<file path="src/rtl/mips_pkg.sv">
`default_nettype none
// ============================================================================
// Module      : mips_pkg
// Description : Shared widths, register-index constants and types for the
//               MIPS single-cycle datapath register file.
// Revision    : 1.0 - initial release
// ============================================================================
package mips_pkg;

    localparam int DATA_W   = 32;
    localparam int ADDR_W   = 5;
    // Fixed relation: one architectural register per address code.
    localparam int NUM_REGS = 2 ** ADDR_W;

    typedef logic [DATA_W-1:0] word_t;
    typedef logic [ADDR_W-1:0] reg_idx_t;

    // $zero is hardwired; $ra is the JAL link target.
    localparam reg_idx_t REG_ZERO = 5'd0;
    localparam reg_idx_t REG_RA   = 5'd31;

endpackage : mips_pkg
`default_nettype wire

</file>
<file path="src/rtl/reg_file_write_bank_decoder.sv">
`default_nettype none
// ============================================================================
// Module      : decoder5to32
// Description : Write-address decoder. Turns an enable plus a 5-bit register
//               index into a one-hot write strobe. The strobe is all-zero when
//               the enable is low or the index does not match any code (an
//               unknown index compares false against every code).
// Revision    : 1.0 - initial release
// ============================================================================
module decoder5to32
    import mips_pkg::*;
(
    input  logic                en_i,
    input  reg_idx_t            idx_i,
    output logic [NUM_REGS-1:0] strobe_o
);

    // One-hot decode gated by the enable; no match leaves every strobe low.
    always_comb begin
        strobe_o = '0;
        if (en_i) begin
            for (int i = 0; i < NUM_REGS; i++) begin
                if (idx_i == reg_idx_t'(i)) begin
                    strobe_o[i] = 1'b1;
                end
            end
        end
    end

endmodule : decoder5to32
`default_nettype wire

</file>
<file path="src/rtl/reg_file_write_bank.sv">
`default_nettype none
// ============================================================================
// Module      : reg_file_write_bank
// Description : Write side of the MIPS register file. Holds the 32
//               architectural registers in individual flop banks and presents
//               them all on a flat bus for the rs/rt read-select muxes.
//               Register 0 is hardwired to zero. WriteAck pulses the cycle
//               after each committed write.
//               Build option REG_WRITE_FORWARD_EN: when defined, the slice of
//               the register being written shows WriteData combinationally
//               (write-before-read); stored state is the same either way.
// Revision    : 1.0 - initial release
// ============================================================================
module reg_file_write_bank
    import mips_pkg::*;
(
    input  logic                         clk,
    input  logic                         rst_n,
    input  logic                         RegWrite,
    input  logic [ADDR_W-1:0]            WriteReg,
    input  logic [DATA_W-1:0]            WriteData,
    output logic [NUM_REGS*DATA_W-1:0]   RegOut,
    output logic                         WriteAck
);

    // Bit 0 of the decoded strobe is forced low so $zero can never be written.
    localparam logic [NUM_REGS-1:0] ZERO_MASK = {{(NUM_REGS-1){1'b1}}, 1'b0};

    logic [NUM_REGS-1:0] w_dec_strobe;
    logic [NUM_REGS-1:0] w_wr_strobe;
    logic                ack_d;
    logic                ack_q;

    decoder5to32 u_decoder (
        .en_i     (RegWrite),
        .idx_i    (WriteReg),
        .strobe_o (w_dec_strobe)
    );

    assign w_wr_strobe = w_dec_strobe & ZERO_MASK;

    // A write commits only when some non-zero register is actually strobed,
    // so index 0 and unknown indices never acknowledge.
    assign ack_d = |w_wr_strobe;

    // Acknowledge flop: one pulse per committed write, level across bursts.
    always_ff @(posedge clk or negedge rst_n) begin
        if (!rst_n) begin
            ack_q <= 1'b0;
        end else begin
            ack_q <= ack_d;
        end
    end

    assign WriteAck = ack_q;

    // $zero: no storage, constant zero on the bus.
    generate
        if (1) begin : g_zero_reg
            assign RegOut[DATA_W-1:0] = '0;
        end
    endgenerate

    // One enabled flop bank per writable register, packed onto the flat bus.
    generate
        for (genvar gi = 1; gi < NUM_REGS; gi++) begin : g_regs
            word_t reg_q;

            // Load WriteData when this register's strobe is high, else hold.
            always_ff @(posedge clk or negedge rst_n) begin
                if (!rst_n) begin
                    reg_q <= '0;
                end else if (w_wr_strobe[gi]) begin
                    reg_q <= WriteData;
                end
            end

`ifdef REG_WRITE_FORWARD_EN
            assign RegOut[gi*DATA_W +: DATA_W] = w_wr_strobe[gi] ? WriteData : reg_q;
`else
            assign RegOut[gi*DATA_W +: DATA_W] = reg_q;
`endif
        end
    endgenerate

endmodule : reg_file_write_bank
`default_nettype wire

</file>
<file path="config.mk">
export PLATFORM = sky130hd
export DESIGN_NAME = reg_file_write_bank
export DESIGN_NICKNAME = d
export VERILOG_FILES = /design/src/rtl/mips_pkg.sv /design/src/rtl/reg_file_write_bank_decoder.sv /design/src/rtl/reg_file_write_bank.sv
export SDC_FILE = /design/constraint.sdc
export NUM_CORES = 1
export LEC_CHECK = 0
export ABC_AREA = 0
export CORE_AREA = 2 2 415 417
export CTS_BUF_LIST = sky130_fd_sc_hd__clkbuf_2 sky130_fd_sc_hd__clkbuf_4 sky130_fd_sc_hd__clkbuf_8
export DETAILED_ROUTE_END_ITERATION = 10
export DIE_AREA = 0 0 417 419
export DONT_BUFFER_PORTS = 1
export GPL_ROUTABILITY_DRIVEN = 0
export PLACE_DENSITY = 0.46
export SYNTH_ARGS = -nofsm -noshare
export SYNTH_HDL_FRONTEND = slang
export SYNTH_SLANG_ARGS = --single-unit
</file>
<file path="constraint.sdc">
create_clock -name clk -period 0.8 [get_ports clk]
set_input_delay 0.12 -clock clk [delete_from_list [all_inputs] [get_ports clk]]
set_output_delay 0.12 -clock clk [all_outputs]
set_load 0.05 [all_outputs]
</file>
==> impl_metrics.csv <==
group,metric,value,unit
status,outcome,"complete, but fails checks",
status,failing_checks,"negative hold slack, negative setup slack",
setup_path,critPathMaxFanout,2,
timing,setup_viol,2257,
setup_path,endpoint_kind_of_the_worst_setup_timing_path,"primary output",
timing,grt_setup_unrepaired,"yes",
clock_tree,cts_tree,"built",
floorplan,fp.dieH,419,microns
grt,track_usage,16.30,%
grt,grt_first_pass_wirelength,202.2,mm
grt,grt_pass1_vias,25816,
setup_path,crit_path_max_incr_delay,0.44,ns
drt,drt_pre_antenna_iters,4,
synthesis,synth.ff_latch_count,993,
cells_and_area,final_nets,3555,
synthesis,netlist.area_leader.share,66.41,%
drt,detail_route.iter0.violations,1164,
floorplan,core-area,170600,sq um
synthesis,post_synth_instance_area,37420,sq um
setup_path,ff2ff_path_depth,3,
timing,max_freq,581.1,MHz
setup_path,r2r_end,"g_regs[9].reg_q[19]",
setup_path,worst_ep_arrival_time,1.60,ns
timing,fin_skew,0,ns
setup_path,critPathBufInv,1,
floorplan,die_x,417,microns
setup_path,critical_path.cell_chain,"buf_6",
hold_path,hold-path-cell-count,4,
drt,drt_wl_total,149.1,mm
placement,post-place-ws,-1.045,ns
setup_path,worst_path_dominant_cell_family,"flip-flops",
hold_path,hold-path-endpoint,"g_regs[12].reg_q[25]",
grt,top_usage_layer,"met2",
floorplan,fp_rows,152,
pwr,design_power_total,194.5,mW
setup_path,cell_with_the_largest_stage_delay_on_the_worst_path,"sky130_fd_sc_hd__dfrtp_1",
synthesis,yosys.area.top_type,"sky130_fd_sc_hd__dfrtp_1",
drt,antenna_left,0,
clock_tree,cts_made_buffers,175,
pwr,p_leak,27.65,nW
setup_path,worst_setup_path_start_kind,"flop",
setup_path,timing.critical_path.required,0.68,ns
timing,finalHoldWorstSlack,-0.09435,ns
timing,measured_slew_at_the_worst_slew_check_pin,0.7783,ns
placement,hpwlAfterDp,95.39,mm
floorplan,dieArea,174700,sq um
floorplan,initial_standard_cell_utilization_of_the_core,21.93,%
hold_path,min-delay-path-class,"in -> reg",
grt,grt_antenna_before_repair,9,
pwr,peakVddDrop,2.282,mV
synthesis,asr_flop_ratio_synth,100.0,%
synthesis,synth-edff-count,0,
cells_and_area,synthToLayoutAreaGrowth,55.43,%
clock_tree,max-clock-path-buffers,3,
drt,vias,24437,
grt,overflow,0,
pwr,power_per_cell_area,3344,nW/um^2
setup_path,critical_setup_path_class,"reg -> out",
grt,maximum_number_of_pins_on_one_net_before_global_route_repair,994,
hold_path,min_from,"WriteReg[3]",
cells_and_area,drive_gt1_share,68.80,%
grt,grt.met1_usage,18.44,%
placement,port_buffers,0,
timing,layout_min_cycle_time,1.721,ns
drt,avgViaCountPerCell,4.147,
setup_path,r2r-start,"g_regs[9].reg_q[19]",
synthesis,ys_seq_area_share,66.41,%
synthesis,syn_inst,2260,
grt,groute.layer.met3.usage,5.248,%
synthesis,synth-warning-count,0,
clock_tree,cts-root-buf,"sky130_fd_sc_hd__clkbuf_8",
grt,globalRouteMet2Util,28.17,%
timing,setup_ws,-0.9209,ns
synthesis,yosys.cell_types.count,19,
timing,slew_headroom,48.11,%
drt,detail_route.drc_violations,0,
setup_path,reg2reg_slack,-0.25,ns
timing,post-route-period-util,215.1,%
clock_tree,htree_levels,4,
synthesis,ys_top_cells_by_area,"sky130_fd_sc_hd__dfrtp_1 (66%), sky130_fd_sc_hd__mux2_2 (28%), sky130_fd_sc_hd__mux2_1 (2.0%)",
timing,report.final.slew_viol_count,0,
synthesis,synth_flop_cell,"sky130_fd_sc_hd__dfrtp_1",
clock_tree,cts.sink_count,993,
run,drv_cap,0,
synthesis,post_synth.cell_area_avg,16.56,sq um
clock_tree,worstSkewPairLatency,0.95,ns
clock_tree,clk_pin_slew,0.06,ns
timing,finalHoldViolCount,30,
drt,post_drt_wl_per_cell,25.31,microns
floorplan,num_io_pins,1065,
## sequential cells by signal, indices dropped and copies added (netlist names)
register      cells
WriteAck          1
g_regs.reg_q    992
## what timing repair did
| item | in CTS | in global routing |
|---|---|---|
| setup endpoints to repair | 996 | 2708 |
| hold buffers | 75 | 2 |
| endpoints found under the hold margin | 1986 | 667 |
| resized for setup | 994 | 28 |
| gates cloned | 0 | 9 |
| buffers inserted | 60 | 53 |
| pin swaps | 0 | 2 |
## placed cells by master (no fill, tap or decap), drive strengths merged, types with 3 or more instances in the layout
| cell type | netlist | layout |
|---|---|---|
| buf | 131 | 1223 |
| dfrtp | 993 | 993 |
| mux2 | 992 | 992 |
| clkbuf | 96 | 287 |
| dlygate4sd3 | 0 | 39 |
| conb | 1 | 32 |
| nor2 | 17 | 17 |
| clkinv | 0 | 14 |
| diode | 0 | 13 |
| nand2 | 12 | 12 |
| clkinvlp | 0 | 8 |
| inv | 0 | 7 |
| bufinv | 0 | 4 |
| nand3 | 4 | 4 |
| nand4b | 3 | 3 |
| and4bb | 3 | 3 |
## synth_stat cells, types with 2 or more instances
master / instances
sky130_fd_sc_hd__mux2_1: 68
sky130_fd_sc_hd__dfrtp_1: 993
sky130_fd_sc_hd__nor2_1: 10
sky130_fd_sc_hd__and4bb_2: 3
sky130_fd_sc_hd__buf_2: 90
sky130_fd_sc_hd__nor2b_1: 2
sky130_fd_sc_hd__nor2_2: 7
sky130_fd_sc_hd__mux2_2: 924
sky130_fd_sc_hd__nand2b_1: 2
sky130_fd_sc_hd__clkbuf_1: 96
sky130_fd_sc_hd__nand4b_1: 3
sky130_fd_sc_hd__buf_4: 41
sky130_fd_sc_hd__nand3_1: 4
sky130_fd_sc_hd__nand2_1: 12
## cells by family after synthesis
| logic type | count (synthesis) | synth area share [%] |
|---|---|---|
| and+or+nand+nor | 46 | 0.7023 |
| muxes | 992 | 29.86 |
| other | 1 | 0.01002 |
| buffers and inverters | 227 | 2.990 |
| AOI/OAI and AO/OA | 1 | 0.03009 |
| DFF | 993 | 66.41 |
## report_power, final
| group | switching, mW | internal [mW] |
|---|---|---|
| Combinational | 48.5 | 27.9 |
| Clock | 22.3 | 28.6 |
| Sequential | 7.00 | 60.1 |
| Total | 77.8 | 117 |
## per-layer routing
layer,wire (microns),up-vias
li1,-,10366
met1,57820,12987
met2,75270,841
met3,10330,241
met4,5686,2
met5,13,-
## worst max path at each step
| stage | slack, ns | depth (start not counted) | from | endpoint |
|---|---|---|---|---|
| after floorplan | -0.66 | 5 | WriteReg[4] | g_regs[11].reg_q[11] |
| after global placement | -1.09 | 6 | WriteReg[1] | g_regs[4].reg_q[3] |
| after detailed placement | -1.04 | 6 | WriteReg[1] | g_regs[4].reg_q[4] |
| after CTS | -1.08 | 1 | g_regs[20].reg_q[31] | RegOut[671] |
| after global routing | -1.05 | 1 | g_regs[20].reg_q[31] | RegOut[671] |
| final | -0.92 | 1 | g_regs[20].reg_q[31] | RegOut[671] |
## cell type report
| cell class | instances | area [sq um] |
|---|---|---|
| clock buffers | 276 | 3442 |
| diodes | 13 | 32.53 |
| well taps | 2233 | 2794 |
| fillers | 16718 | 112400 |
| clock inverters | 33 | 351.6 |
| multi-input cells | 1071 | 11930 |
| flip-flops and latches | 993 | 24850 |
| repair buffers | 1274 | 14760 |
## metrics by stage
stage,TNS (ns),instances,utilization (%),instance area [sq um],hold slack (ns)
floorplan,-549.05,2291,-,37820,-0.1756
finish,-1158.14,5893,34.09,58160,-0.09435
global route,-1328.19,5888,34.08,58140,-0.2042
CTS,-1510.20,5812,33.60,57330,-1.283
global placement,-681.99,5368,28.25,48200,-0.1498
detailed placement,-669.04,5368,28.25,48200,-0.1504
(Power assumes the default switching activity.)
